<file path="config.mk">
export PLATFORM = sky130hd
export DESIGN_NAME = jk_bank_arbiter
export DESIGN_NICKNAME = d
export VERILOG_FILES = /design/src/rtl/jk_bank_arbiter.sv
export SDC_FILE = /design/constraint.sdc
export NUM_CORES = 1
export LEC_CHECK = 0
export BUFFER_PORTS_ARGS = -buffer_cell sky130_fd_sc_hd__buf_2
export CAP_MARGIN = 40
export CORE_ASPECT_RATIO = 0.6
export CORE_MARGIN = 4
export CORE_UTILIZATION = 50
export DETAILED_ROUTE_END_ITERATION = 10
export PLACE_DENSITY = 0.74
export SYNTH_ARGS = -nofsm -noshare
export SYNTH_HDL_FRONTEND = slang
export SYNTH_SLANG_ARGS = --single-unit
</file>
<file path="constraint.sdc">
create_clock -name clk -period 2.39 [get_ports clk]
set_clock_uncertainty 0.2 [all_clocks]
set_input_delay 0 -clock clk [delete_from_list [all_inputs] [get_ports clk]]
set_output_delay 0 -clock clk [all_outputs]
set_load 0.005 [all_outputs]
</file>
<file path="src/rtl/jk_bank_arbiter.sv">
// jk_bank_arbiter: two-requester round-robin arbiter in front of a bank of
// JK cells. An accepted command drives J/K onto one cell for cnt+1 cycles
// and then pulses done with the id of the requester it belonged to.
module jk_bank_arbiter #(
  parameter int NCELLS = 8,
  parameter int CNTW   = 4
) (
  input  logic                       clk,
  input  logic                       rst_n,
  input  logic                       req0_valid,
  output logic                       req0_ready,
  input  logic [1:0]                 req0_cmd,
  input  logic [$clog2(NCELLS)-1:0]  req0_idx,
  input  logic [CNTW-1:0]            req0_cnt,
  input  logic                       req1_valid,
  output logic                       req1_ready,
  input  logic [1:0]                 req1_cmd,
  input  logic [$clog2(NCELLS)-1:0]  req1_idx,
  input  logic [CNTW-1:0]            req1_cnt,
  output logic [NCELLS-1:0]          q,
  output logic                       busy,
  output logic                       done,
  output logic                       done_id
);

  localparam int IDXW = $clog2(NCELLS);

  typedef enum logic [1:0] {
    S_IDLE  = 2'd0,
    S_APPLY = 2'd1,
    S_DONE  = 2'd2
  } state_t;

  state_t            state;
  state_t            state_nxt;
  logic              rr;
  logic [CNTW-1:0]   cnt_r;
  logic              id_r;
  logic [1:0]        cmd_r;
  logic [IDXW-1:0]   idx_r;
  logic [NCELLS-1:0] q_r;
  logic [NCELLS-1:0] q_nxt;

  logic              grant_vld;
  logic              grant_id;
  logic              accept;
  logic [1:0]        acc_cmd;
  logic [IDXW-1:0]   acc_idx;
  logic [CNTW-1:0]   acc_cnt;

  // Standard JK cell behaviour; cmd is {J,K}.
  function automatic logic jk_next(input logic cur, input logic [1:0] jk);
    logic r;
    r = cur;
    unique case (jk)
      2'b00:   r = cur;
      2'b01:   r = 1'b0;
      2'b10:   r = 1'b1;
      2'b11:   r = ~cur;
      default: r = cur;
    endcase
    return r;
  endfunction

  // Arbitration, ready generation and next-state selection.
  always_comb begin
    state_nxt  = state;
    grant_vld  = 1'b0;
    grant_id   = 1'b0;
    req0_ready = 1'b0;
    req1_ready = 1'b0;
    unique case (state)
      S_IDLE: begin
        if (req0_valid && req1_valid) begin
          grant_vld = 1'b1;
          grant_id  = rr;
        end else if (req0_valid) begin
          grant_vld = 1'b1;
          grant_id  = 1'b0;
        end else if (req1_valid) begin
          grant_vld = 1'b1;
          grant_id  = 1'b1;
        end
        // Gating with rst_n keeps ready low for the whole reset window,
        // not only from the next edge on.
        req0_ready = rst_n && grant_vld && !grant_id;
        req1_ready = rst_n && grant_vld &&  grant_id;
        if (grant_vld) state_nxt = S_APPLY;
      end
      S_APPLY: begin
        if (cnt_r == '0) state_nxt = S_DONE;
      end
      S_DONE: begin
        state_nxt = S_IDLE;
      end
      default: begin
        state_nxt = S_IDLE;
      end
    endcase
  end

  // The winner's command fields, selected for latching on accept.
  always_comb begin
    accept  = (state == S_IDLE) && grant_vld;
    acc_cmd = grant_id ? req1_cmd : req0_cmd;
    acc_idx = grant_id ? req1_idx : req0_idx;
    acc_cnt = grant_id ? req1_cnt : req0_cnt;
  end

  // Next value of the cell bank: only the addressed cell moves, and only in APPLY.
  always_comb begin
    q_nxt = q_r;
    for (int i = 0; i < NCELLS; i++) begin
      if ((state == S_APPLY) && (idx_r == IDXW'(i))) begin
        q_nxt[i] = jk_next(q_r[i], cmd_r);
      end
    end
  end

  // Control state: FSM, round-robin pointer, repeat counter, owner id and cells.
  always_ff @(posedge clk or negedge rst_n) begin
    if (!rst_n) begin
      state <= S_IDLE;
      rr    <= 1'b0;
      cnt_r <= '0;
      id_r  <= 1'b0;
      q_r   <= '0;
    end else begin
      state <= state_nxt;
      q_r   <= q_nxt;
      if (accept) begin
        rr    <= ~grant_id;
        id_r  <= grant_id;
        cnt_r <= acc_cnt;
      end else if ((state == S_APPLY) && (cnt_r != '0)) begin
        // Counting down to zero (not past it) gives exactly cnt+1 applications,
        // so an all-ones count never wraps.
        cnt_r <= cnt_r - 1'b1;
      end
    end
  end

  // Latched command payload; only meaningful while a command is active.
  always_ff @(posedge clk) begin
    if (accept) begin
      cmd_r <= acc_cmd;
      idx_r <= acc_idx;
    end
  end

  assign q       = q_r;
  assign busy    = (state != S_IDLE);
  assign done    = (state == S_DONE);
  assign done_id = (state == S_DONE) && id_r;

endmodule

</file>
* Word level (Yosys, flattened, before mapping)
Index checks and enable logic that the tools add are counted.
Word-level totals: register bits after elaboration 21, input port bits 22, output and inout port bits 13, logic and storage cells 98
Operators by class: $add $sub $neg 1, eq/ne operators 14, multiplexer cells 27, bitwise operators 10, reductions and logical operators 32
Operators with widths (count):
- 1-bit case mux with 3 select lines | 8
- 2-bit AND reduction | 9
- 1-bit logical AND | 15
- 3-bit equality test, second input constant | 4
- 4-bit 2-to-1 mux | 3
- 1-bit 2-to-1 mux | 11
- 1-bit inverter | 10
- 2-bit equality test, second input constant | 3
- 3-bit by 2-bit equality test with 1-bit output, second input constant | 2
- 2-bit 2-to-1 mux | 3
- 2-bit by 1-bit equality test with 1-bit output, second input constant | 2
- 2-bit logical NOT | 2
- 4-bit logical NOT | 1
- 2-bit inequality test, second input constant | 2
- 2-bit case mux with 2 select lines | 1
- 2-bit nonzero test | 2
- 4-bit nonzero test | 1
- 4-bit by 1-bit subtractor with 4-bit output, second input constant | 1
- 3-bit by 1-bit equality test with 1-bit output, second input constant | 1
- 3-bit logical NOT | 1
- 3-bit 2-to-1 mux | 1
- 1-bit logical NOT | 1

* Depth between registers and ports, before layout
Gate-level depths: netlist of run 1.
depth after elaboration 7, mapped depth 6, mapped depth without buffers 6

* Worst setup path after synthesis of run 1
No wires, ideal clock.
path type register to register, start register cnt_r[0], end register cnt_r[2], setup time 0.139 ns, arrival 1.414 ns, required time 2.051 ns, slack 0.637 ns, stages on the path, launching flop included 7, clock period less this slack 1.753 ns, path through dfrtp_1 inv_1 ha_1 or3b_1 and2_4 nor2_2 o2111ai_1
Between the ends: longest elaborated chain between the ends 3, elaborated cells on any way between the ends 6, classes of those cells add/sub: 1; mux: 2; reduce/logical: 3
RTL lines:
- start: declaration | RTL line 37 | logic [CNTW-1:0] cnt_r;
- start signal: assignment | RTL line 134 | cnt_r <= acc_cnt;
- start signal: assignment | RTL line 138 | cnt_r <= cnt_r - 1'b1;
- 4-bit by 1-bit subtractor with 4-bit output / 4-bit nonzero test (equally long branches) | RTL line 138, 135
- 4-bit 2-to-1 mux / 1-bit logical AND (equally long branches) | RTL line 135 | end else if ((state == S_APPLY) && (cnt_r != '0)) begin
- 4-bit 2-to-1 mux / 2-bit nonzero test (equally long branches)
Several ways; a longest one is shown, not always the timed one. The select of a mux whose other input is x is not followed. A chain may end at the register's enable or synchronous reset.

* Final worst setup path of run 1
start register rr, end register idx_r[1], data pin
Between the ends: longest elaborated chain between the ends 4
RTL lines:
- start: declaration | RTL line 36 | logic rr;
- start signal: assignment | RTL line 132 | rr <= ~grant_id;
- 1-bit 2-to-1 mux | RTL line 74 | if (req0_valid && req1_valid) begin
- 1-bit 2-to-1 mux (2 in a row) | RTL line 72 | unique case (state)
- 3-bit 2-to-1 mux | RTL line 106 | acc_idx = grant_id ? req1_idx : req0_idx;
- named net acc_idx[1] | RTL line 48 | logic [IDXW-1:0] acc_idx;
- end signal: assignment | RTL line 147 | idx_r <= acc_idx;
- end: declaration | RTL line 40 | logic [IDXW-1:0] idx_r;
The timed path passes the listed nets, and every way through them passes these cells. The select of a mux whose other input is x is not followed.

==> qor.csv, run 1 <==
metric,value,unit
clk_path_buf_depth,2,
yosysSeqAreaShare,0.481,
ys_types,40,
fp-row-count,13,
critPathLaunchType,flop,
routed_wl,3000,um
dieHeight,45.0,um
initial_utilization,0.529,
routed_via_density,5.55,
tns,0,ps
syn_avg_cell_area,10.6,um^2
drt-pass1-iter-count,4,
drc,0,
final_cell_mix,"buf_2, dlygate4sd3_1, dfrtp_1",
setup_viol,0,
finalHoldViolCount,16,
min_path_type,in2async,
postCtsSetupBuffers,0,
tritoncts,yes,
cts.clk_slew.worst_paths,70,ps
critPathRequiredTime,2210,ps
gp_routability_congestion,0.914,
nFillCells,161,
dieArea,3140,um^2
finalMaxSlewViolations,0,
crit_chain,"nand2b_1, nand3_4, mux2_2, dlygate4sd3_1",
io_pins,35,
crit_fanout,8,
io_buffers,34,
worst_pin_slew,409,ps
timing.hold.ws,-6.35,ps
core-area,2160,um^2
seq_area,551,um^2
slew-limit-headroom,0.727,
fin_nets,185,
yosys_warnings,0,
die_w,69.7,um
clock_sinks,21,
numCtsBuffers,3,
finalCritPeriodShare,0.968,
status,"complete, but fails checks",
max_stage_delay,550,ps
ant_nets,0,
critPathKind,reg2reg,
drt_iter0_drc,56,
synth-seq-cells,21,
powerDensity,1100,nW/um^2
wl_per_cell,15.7,um
grtUsageTotal,0.205,
synth_nets,131,
htreeDepth,1,
antenna_found_initial,0,
violations,negative hold slack,
placed_area,1340,um^2
setup_ws,76.1,ps
layout_commonest_cell,buf_2,
cap_violations,0,
area_growth,37.3,%
cp_slowest_cell,dlygate4sd3_1,
gr-total-overflow,0,
vdd_ir_drop_max,0.599,mV
synth_cells,108,
clk_latency,260,ps
period_needed,2310,ps
cp.arrival,2130,ps
grt_max_degree,19,
syn_area,1140,um^2
pre_cts_ws,496,ps
cts_root_buffer,clkbuf_8,
grt_pass1_vias,998,
multi_input_area,561,um^2
rsz0062_at_grt,false,
leakagePower,0.709,nW
place_hpwl,2170,um
fmax,432,MHz
num_antenna_cells,0,
final_area,1570,um^2
vias,1060,
drive_above_1_share,0.329,
grt_pass1_wl,4850,um
endpoint_kind,flop,
-- metal layers --
metal	up-vias	global-route usage	routed length, um
li1	512	-	-
met1	508	0.267	1380
met2	33	0.339	1400
met3	7	0.0622	178
met4	0	0.0649	34
met5	-	0	0
-- critical path: cells and delay by family (launching register included) --
| kind | cells | cell delay [ps] |
|---|---|---|
| AND/OR/NAND/NOR | 2 | 550 |
| multiplexers | 1 | 360 |
| buffers and inverters | 1 | 550 |
| flip-flops | 1 | 400 |
-- kinds of logic after synthesis --
family                   Yosys count  synth area share
AND/OR/NAND/NOR                   36             0.207
flip-flops                        21             0.481
AO/OA/AOI/OAI                     33             0.199
buffers and inverters             10            0.0350
adder cells (fa/ha/maj)            1            0.0109
multiplexers                       7            0.0667
-- synth_stat cells, drive strengths merged --
master / number / area share
o21ai: 5 / 0.025
and3: 3 / 0.016
nor2: 6 / 0.028
o32ai: 1 / 0.0077
ha: 1 / 0.011
and2b: 1 / 0.0088
nor2b: 5 / 0.027
and4: 1 / 0.0077
nand2b: 3 / 0.019
nand3: 1 / 0.0088
mux2i: 2 / 0.018
a41oi: 4 / 0.031
mux2: 5 / 0.049
o2111ai: 1 / 0.0077
a21boi: 1 / 0.0066
a31oi: 8 / 0.044
inv: 7 / 0.023
buf: 2 / 0.0088
edfxtp: 5 / 0.13
a221o: 1 / 0.0088
or3b: 1 / 0.0077
o21a: 1 / 0.0066
clkbuf: 1 / 0.0033
dfrtp: 16 / 0.35
a2bb2oi: 2 / 0.015
nor3: 2 / 0.013
a21oi: 6 / 0.026
nand2: 8 / 0.026
nor3b: 2 / 0.022
o22ai: 1 / 0.0055
a32oi: 2 / 0.015
nor4bb: 1 / 0.0088
and2: 2 / 0.013
-- power breakdown --
part / switching, mW / internal [mW] / total (mW)
logic: 0.417 / 0.385 / 0.802
clock network: 0.116 / 0.119 / 0.235
registers: 0.158 / 0.539 / 0.697
total: 0.691 / 1.04 / 1.73
-- state kept, by name, summed over array words and instances (netlist names) --
signal / count
cnt_r: 4
rr: 1
cmd_r: 2
q: 8
idx_r: 3
id_r: 1
state: 2
-- layout make-up --
class | instances | share of cell area
sequential | 21 | 0.351
inverter | 7 | 0.0167
multi-input combinational | 77 | 0.357
timing repair buffer | 52 | 0.223
clock buffer | 4 | 0.0287
tap | 30 | 0.0239
-- what timing repair did --
| action | CTS | global route |
|---|---|---|
| resized for setup | 0 | 1 |
| endpoints found under the hold margin | 27 | 0 |
| endpoints found under the setup margin | 0 | 4 |
| hold buffers | 18 | 0 |
-- per-stage QoR --
stage | total power, mW | std cells | utilization
2_1_floorplan | 1.19 | 108 | -
3_3_place_gp | 1.41 | 169 | 0.618
3_5_place_dp | 1.45 | 169 | 0.618
4_1_cts | 1.71 | 191 | 0.722
5_1_grt | 1.85 | 191 | 0.726
6_report | 1.73 | 191 | 0.726
-- path summary, 6_finish.rpt --
| check | from | end | slack [ps] | cells past startpoint |
|---|---|---|---|---|
| max | rr$_DFFE_PN0P_ | idx_r[1]$_DFFE_PP_ | 80 | 4 |
| min | rst_n | q[0]$_DFFE_PN0P_ | -6 | 2 |
| max reg2reg | rr$_DFFE_PN0P_ | idx_r[1]$_DFFE_PP_ | 80 | 4 |
| min reg2reg | id_r$_DFFE_PN0P_ | id_r$_DFFE_PN0P_ | 270 | 2 |
| max in group asynchronous | rst_n | q[5]$_DFFE_PN0P_ | 1710 | 2 |
| min in group clk | req0_cnt[0] | cnt_r[0]$_DFFE_PN0P_ | 10 | 4 |
No activity file was read; power rests on OpenSTA's default activity.
==> inputs of run 2 (changes only) <==
==> constraint.sdc (replaced) <==
create_clock -name clk -period 2.2 [get_ports clk]
set_clock_uncertainty 0.2 [all_clocks]
set_input_delay 0 -clock clk [delete_from_list [all_inputs] [get_ports clk]]
set_output_delay 0 -clock clk [all_outputs]
set_load 0.005 [all_outputs]
==> run 2 against run 1 <==
Net effect:
- the flow still finishes with violations (negative hold slack)
- die area stayed put
- worst setup slack better by 180 ps
- cell count stayed put
- critical path type unchanged
- largest cell class unchanged
- highest routed layer unchanged
==> qor.csv, run 2 (synthesized netlist as in run 1, its figures left out) <==
metric,value,unit
status,"complete, but fails checks",
violations,negative hold slack,
critPathKind,reg2reg,
numCtsBuffers,3,
gr-total-overflow,0,
dieArea,3140,um^2
endpoint_kind,flop,
crit_fanout,5,
reg2reg_depth,6,
r2r-start,cnt_r[0]$_DFFE_PN0P_,
dieHeight,45.0,um
r2r_slack,250,ps
seq_area,551,um^2
tritoncts,yes,
grtUsageTotal,0.202,
tns,0,ps
cts.clk_slew.worst_paths,70,ps
fp-row-count,13,
fin_nets,185,
place_hpwl,2170,um
initial_utilization,0.529,
routed_wl,3010,um
max_stage_delay,420,ps
clk_path_buf_depth,2,
setup_viol,0,
final_cell_mix,"buf_2, dlygate4sd3_1, dfrtp_1",
drc,0,
pre_cts_ws,306,ps
critPathLaunchType,flop,
powerDensity,1190,nW/um^2
routed_via_density,5.40,
grt_pass1_wl,4770,um
cap_violations,0,
slew-limit-headroom,0.729,
total_power,1.86,mW
antenna_found_initial,0,
finalCritPeriodShare,0.885,
io_buffers,34,
gp_routability_congestion,0.914,
area_growth,36.7,%
min_path_type,in2async,
timing.hold.ws,-5.89,ps
drt-pass1-iter-count,4,
vdd_ir_drop_max,0.654,mV
wl_per_cell,15.7,um
core-area,2160,um^2
worst_pin_slew,406,ps
fmax,514,MHz
multi_input_area,553,um^2
grt_pass1_vias,980,
critPathRequiredTime,2140,ps
timing.critical_path.from,cnt_r[0]$_DFFE_PN0P_,
stdcell_count,191,
finalHoldViolCount,16,
crit_chain,"inv_1, ha_1, or3b_1, and2_4, nor2_2, o2111ai_1",
htreeDepth,1,
drive_above_1_share,0.329,
clk_latency,260,ps
cp.arrival,1880,ps
largest_reg_flops,8,
postCtsSetupBuffers,0,
finalMaxSlewViolations,0,
layout_commonest_cell,buf_2,
ant_nets,0,
die_w,69.7,um
cts_root_buffer,clkbuf_8,
clock_sinks,21,
hold_buffers,18,
period_needed,1950,ps
cp_slowest_cell,dfrtp_1,
setup_ws,254,ps
cts-resized-gates,0,
nFillCells,162,
grt_max_degree,19,
drt_iter0_drc,57,
io_pins,35,
dp_cells,169,
r2r-end,cnt_r[2]$_DFFE_PN0P_,
num_antenna_cells,0,
leakagePower,0.708,nW
rsz0062_at_grt,false,
vias,1031,
[run 2: changes by cell type in the layout (fill, tap and decap cells not counted)]
cell,previous run,this run
nand3_2,0,1
nand3_4,1,0
[run 2: how the worst max path moves through the flow]
| stage | depth (start not counted) | slack (ps) | end |
|---|---|---|---|
| global route | 6 | 190 | cnt_r[2]$_DFFE_PN0P_ |
| global placement | 6 | 370 | cnt_r[2]$_DFFE_PN0P_ |
| CTS | 6 | 290 | cnt_r[2]$_DFFE_PN0P_ |
| finish | 6 | 250 | cnt_r[2]$_DFFE_PN0P_ |
| detailed placement | 6 | 310 | cnt_r[2]$_DFFE_PN0P_ |
| floorplan | 6 | 450 | cnt_r[2]$_DFFE_PN0P_ |
[run 2: layout make-up]
class                   count  share of cell area
inverters                   7              0.0168
multi-input cells          77               0.354
well taps                  30              0.0240
clock buffers               4              0.0288
repair buffers             52               0.224
flip-flops and latches     21               0.352
[run 2: stage by stage]
step,utilization,instance area [um^2]
floorplan,-,1140
global placement,0.618,1340
detailed placement,0.618,1340
CTS,0.722,1560
global route,0.722,1560
finish,0.722,1560
[run 2: routing by layer]
| layer | GRT usage | vias up | wire [um] | part of all wire |
|---|---|---|---|---|
| met5 | 0 | - | 0 | 0 |
| met4 | 0.0649 | 0 | 41 | 0.014 |
| met3 | 0.0600 | 9 | 184 | 0.061 |
| met2 | 0.331 | 34 | 1350 | 0.45 |
| met1 | 0.265 | 475 | 1430 | 0.48 |
| li1 | - | 513 | - | - |
[run 2: worst max-delay path: cells and delay by family, from the launching register on]
family,cells,cell delay (ps)
and+or+nand+nor,3,770
DFF,1,420
adders and majority gates,1,210
AOI/OAI and AO/OA,1,140
buffers and inverters,1,80
[run 2: power breakdown]
group / internal (mW) / switching [mW] / total, mW / leakage, nW
clock network: 0.129 / 0.124 / 0.253 / 0.0228
registers: 0.586 / 0.173 / 0.758 / 0.235
logic: 0.403 / 0.444 / 0.847 / 0.451
total: 1.12 / 0.741 / 1.86 / 0.708
==> inputs of run 3 (changes only) <==
==> config.mk (replaced) <==
export PLATFORM = sky130hd
export DESIGN_NAME = jk_bank_arbiter
export DESIGN_NICKNAME = d
export VERILOG_FILES = /design/src/rtl/jk_bank_arbiter.sv
export SDC_FILE = /design/constraint.sdc
export NUM_CORES = 1
export LEC_CHECK = 0
export ABC_AREA = 1
export BUFFER_PORTS_ARGS = -buffer_cell sky130_fd_sc_hd__clkbuf_2
export CAP_MARGIN = 40
export CORE_ASPECT_RATIO = 0.6
export CORE_MARGIN = 4
export CORE_UTILIZATION = 54
export DETAILED_ROUTE_END_ITERATION = 10
export PLACE_DENSITY = 0.79
export SYNTH_ARGS = -nofsm -noshare
export SYNTH_HDL_FRONTEND = slang
export SYNTH_SLANG_ARGS = --single-unit
==> constraint.sdc (replaced) <==
create_clock -name clk -period 2.31 [get_ports clk]
set_clock_uncertainty 0.2 [all_clocks]
set_input_delay 0 -clock clk [delete_from_list [all_inputs] [get_ports clk]]
set_output_delay 0 -clock clk [all_outputs]
set_load 0.005 [all_outputs]
==> run 3 against run 2 <==
Net effect:
- the flow still finishes with violations (negative hold slack)
- synthesized cell count up 40%
- via count is 19% higher
- flip-flop and latch count unchanged
- non-clock buffer count grew 3
- critical path depth grew 3
- worst hold slack lost 1.6 ps
==> qor.csv, run 3 <==
metric,value,unit
tns,0,ps
nFillCells,115,
fin_nets,232,
synth_common_cells,"nand2_1, inv_1, dfrtp_1",
routed_wl,3190,um
min_path_type,in2async,
critPathKind,reg2reg,
setup_viol,0,
synth_cells,151,
syn_avg_cell_area,7.93,um^2
largest_reg_flops,8,
fp-row-count,12,
cp.arrival,2230,ps
dp_cells,211,
dieArea,3060,um^2
routed_via_density,5.20,
numCtsBuffers,3,
endpoint_kind,flop,
yosysMostFrequentCell,nand2_1,
crit_fanout,6,
synth_top_family_by_area,simple AND/OR/NAND/NOR gates,
synth_nets,174,
gr-total-overflow,0,
synthArstFlopShare,0.762,
num_antenna_cells,0,
finalMaxSlewViolations,0,
vdd_ir_drop_max,0.689,mV
critical_path.most_common_cell,nand2_1,
syn_area,1200,um^2
io_pins,35,
synth_edf_count,5,
core-area,1970,um^2
critPathBufInv,3,
grt_pass1_wl,4860,um
max_stage_delay,570,ps
synthMuxAreaShare,0,
cp_slowest_cell,dlygate4sd3_1,
cap_violations,0,
clk_latency,270,ps
die_w,68.8,um
crit_chain,"nor2_4, inv_4, nor2_4, buf_4, nand2_1, nand3_1, dlygate4sd3_1, nand2_1, nand2_1",
finalCritPeriodShare,0.961,
slew-limit-headroom,0.719,
grtUsageTotal,0.220,
cts_root_buffer,clkbuf_8,
synthSimpleGateAreaFrac,0.336,
htreeDepth,1,
fmax,451,MHz
synth_compound_area_frac,0.0815,
clock_sinks,21,
wl_per_cell,13.5,um
tritoncts,yes,
finalHoldViolCount,16,
drt-pass1-iter-count,5,
place_hpwl,2210,um
grt_pass1_vias,1071,
yosys_warnings,0,
critPathRequiredTime,2320,ps
layout_commonest_cell,nand2_1,
stdcell_count,236,
ant_nets,0,
dieHeight,44.5,um
yosys.area.top_type,dfrtp_1,
powerDensity,1250,nW/um^2
rsz0062_at_grt,false,
critPathLaunchType,flop,
synth_fa_ha_area_frac,0.0104,
io_buffers,34,
synth-seq-cells,21,
drc,0,
period_needed,2220,ps
final_cell_mix,"nand2_1, clkbuf_2, inv_1",
ys_types,25,
status,"complete, but fails checks",
antenna_found_initial,0,
timing.hold.ws,-7.51,ps
initial_utilization,0.609,
cts.clk_slew.worst_paths,70,ps
grt_max_degree,18,
synth_top_area_share,0.334,
vias,1227,
leakagePower,0.854,nW
synth_xor_xnor_area_share,0,
clk_path_buf_depth,2,
drive_above_1_share,0.293,
yosysSeqAreaShare,0.460,
gp_routability_congestion,0.875,
drt_iter0_drc,135,
crit_family,buffers and inverters,
violations,negative hold slack,
synth.area.top_cells,"dfrtp_1, edfxtp_1, nand2_1, inv_1, nand4_1",
area_growth,36.8,%
worst_pin_slew,422,ps
ys.flop_type,dfrtp_1,
[run 3: metal layers]
layer | vias to the layer above | track usage | wire length, um
met3 | 9 | 0.0736 | 290
met5 | - | 0 | 0
met1 | 542 | 0.281 | 1400
met2 | 76 | 0.359 | 1440
li1 | 600 | - | -
met4 | 0 | 0.0581 | 61
[run 3: worst register-to-register path: stages, from the launching register on]
cell and delay, ps:
dfrtp_1 470, nor2_4 250, inv_4 60, nor2_4 170, buf_4 190, nand2_1 60, nand3_1 70, dlygate4sd3_1 570
nand2_1 70, nand2_1 60
[run 3: where the power goes]
part / switching (mW) / total (mW) / leakage, nW / internal, mW
clock: 0.121 / 0.245 / 0.0228 / 0.123
combinational: 0.655 / 1.11 / 0.590 / 0.453
sequential: 0.132 / 0.695 / 0.241 / 0.563
total: 0.908 / 2.05 / 0.854 / 1.14
[run 3: cell families (layout without fill, tap and decap cells)]
| kind of cell | after synthesis | in the layout |
|---|---|---|
| and+or+nand+nor | 80 | 80 |
| AOI/OAI and AO/OA | 16 | 16 |
| DFF | 21 | 21 |
| adders and majority gates | 1 | 1 |
| buffers and inverters | 33 | 90 |
[run 3: final cells by class]
| cell class | count | area [um^2] | share of cell area |
|---|---|---|---|
| clock buffers | 4 | 45.0 | 0.0275 |
| inverters | 31 | 119 | 0.0726 |
| multi-input cells | 97 | 513 | 0.313 |
| flip-flops and latches | 21 | 551 | 0.336 |
| well taps | 28 | 35.0 | 0.0214 |
| repair buffers | 55 | 375 | 0.229 |
[run 3: worst paths after layout]
check	startpoint	end	slack [ps]	cells after the start
setup / recovery	state[0]$_DFFE_PN0P_	cnt_r[3]$_DFFE_PN0P_	90	9
hold / removal	rst_n	q[7]$_DFFE_PN0P_	-8	2
setup reg to reg	state[0]$_DFFE_PN0P_	cnt_r[3]$_DFFE_PN0P_	90	9
hold reg to reg	q[6]$_DFFE_PN0P_	q[6]$_DFFE_PN0P_	280	1
max in group asynchronous	rst_n	q[6]$_DFFE_PN0P_	1620	2
min in group clk	req1_valid	id_r$_DFFE_PN0P_	90	5
[run 3: timing repair]
item	4_1_cts	5_1_grt
gates resized for setup	0	0
hold endpoints to repair	25	0
hold buffers	19	0
setup endpoints to repair	0	4
setup buffers	0	2
[run 3: through the flow]
stage                     hold WS [ps]  total power, mW  setup WS, ps  area, um^2   util
after floorplan                   -496             1.34           791        1200      -
after global placement            -253             1.57           617        1390  0.705
after detailed placement          -244             1.62           571        1390  0.705
after CTS                         14.3             1.99          23.1        1620  0.825
after global routing              45.7             2.19          58.6        1640  0.833
final                            -7.51             2.05          90.7        1640  0.833
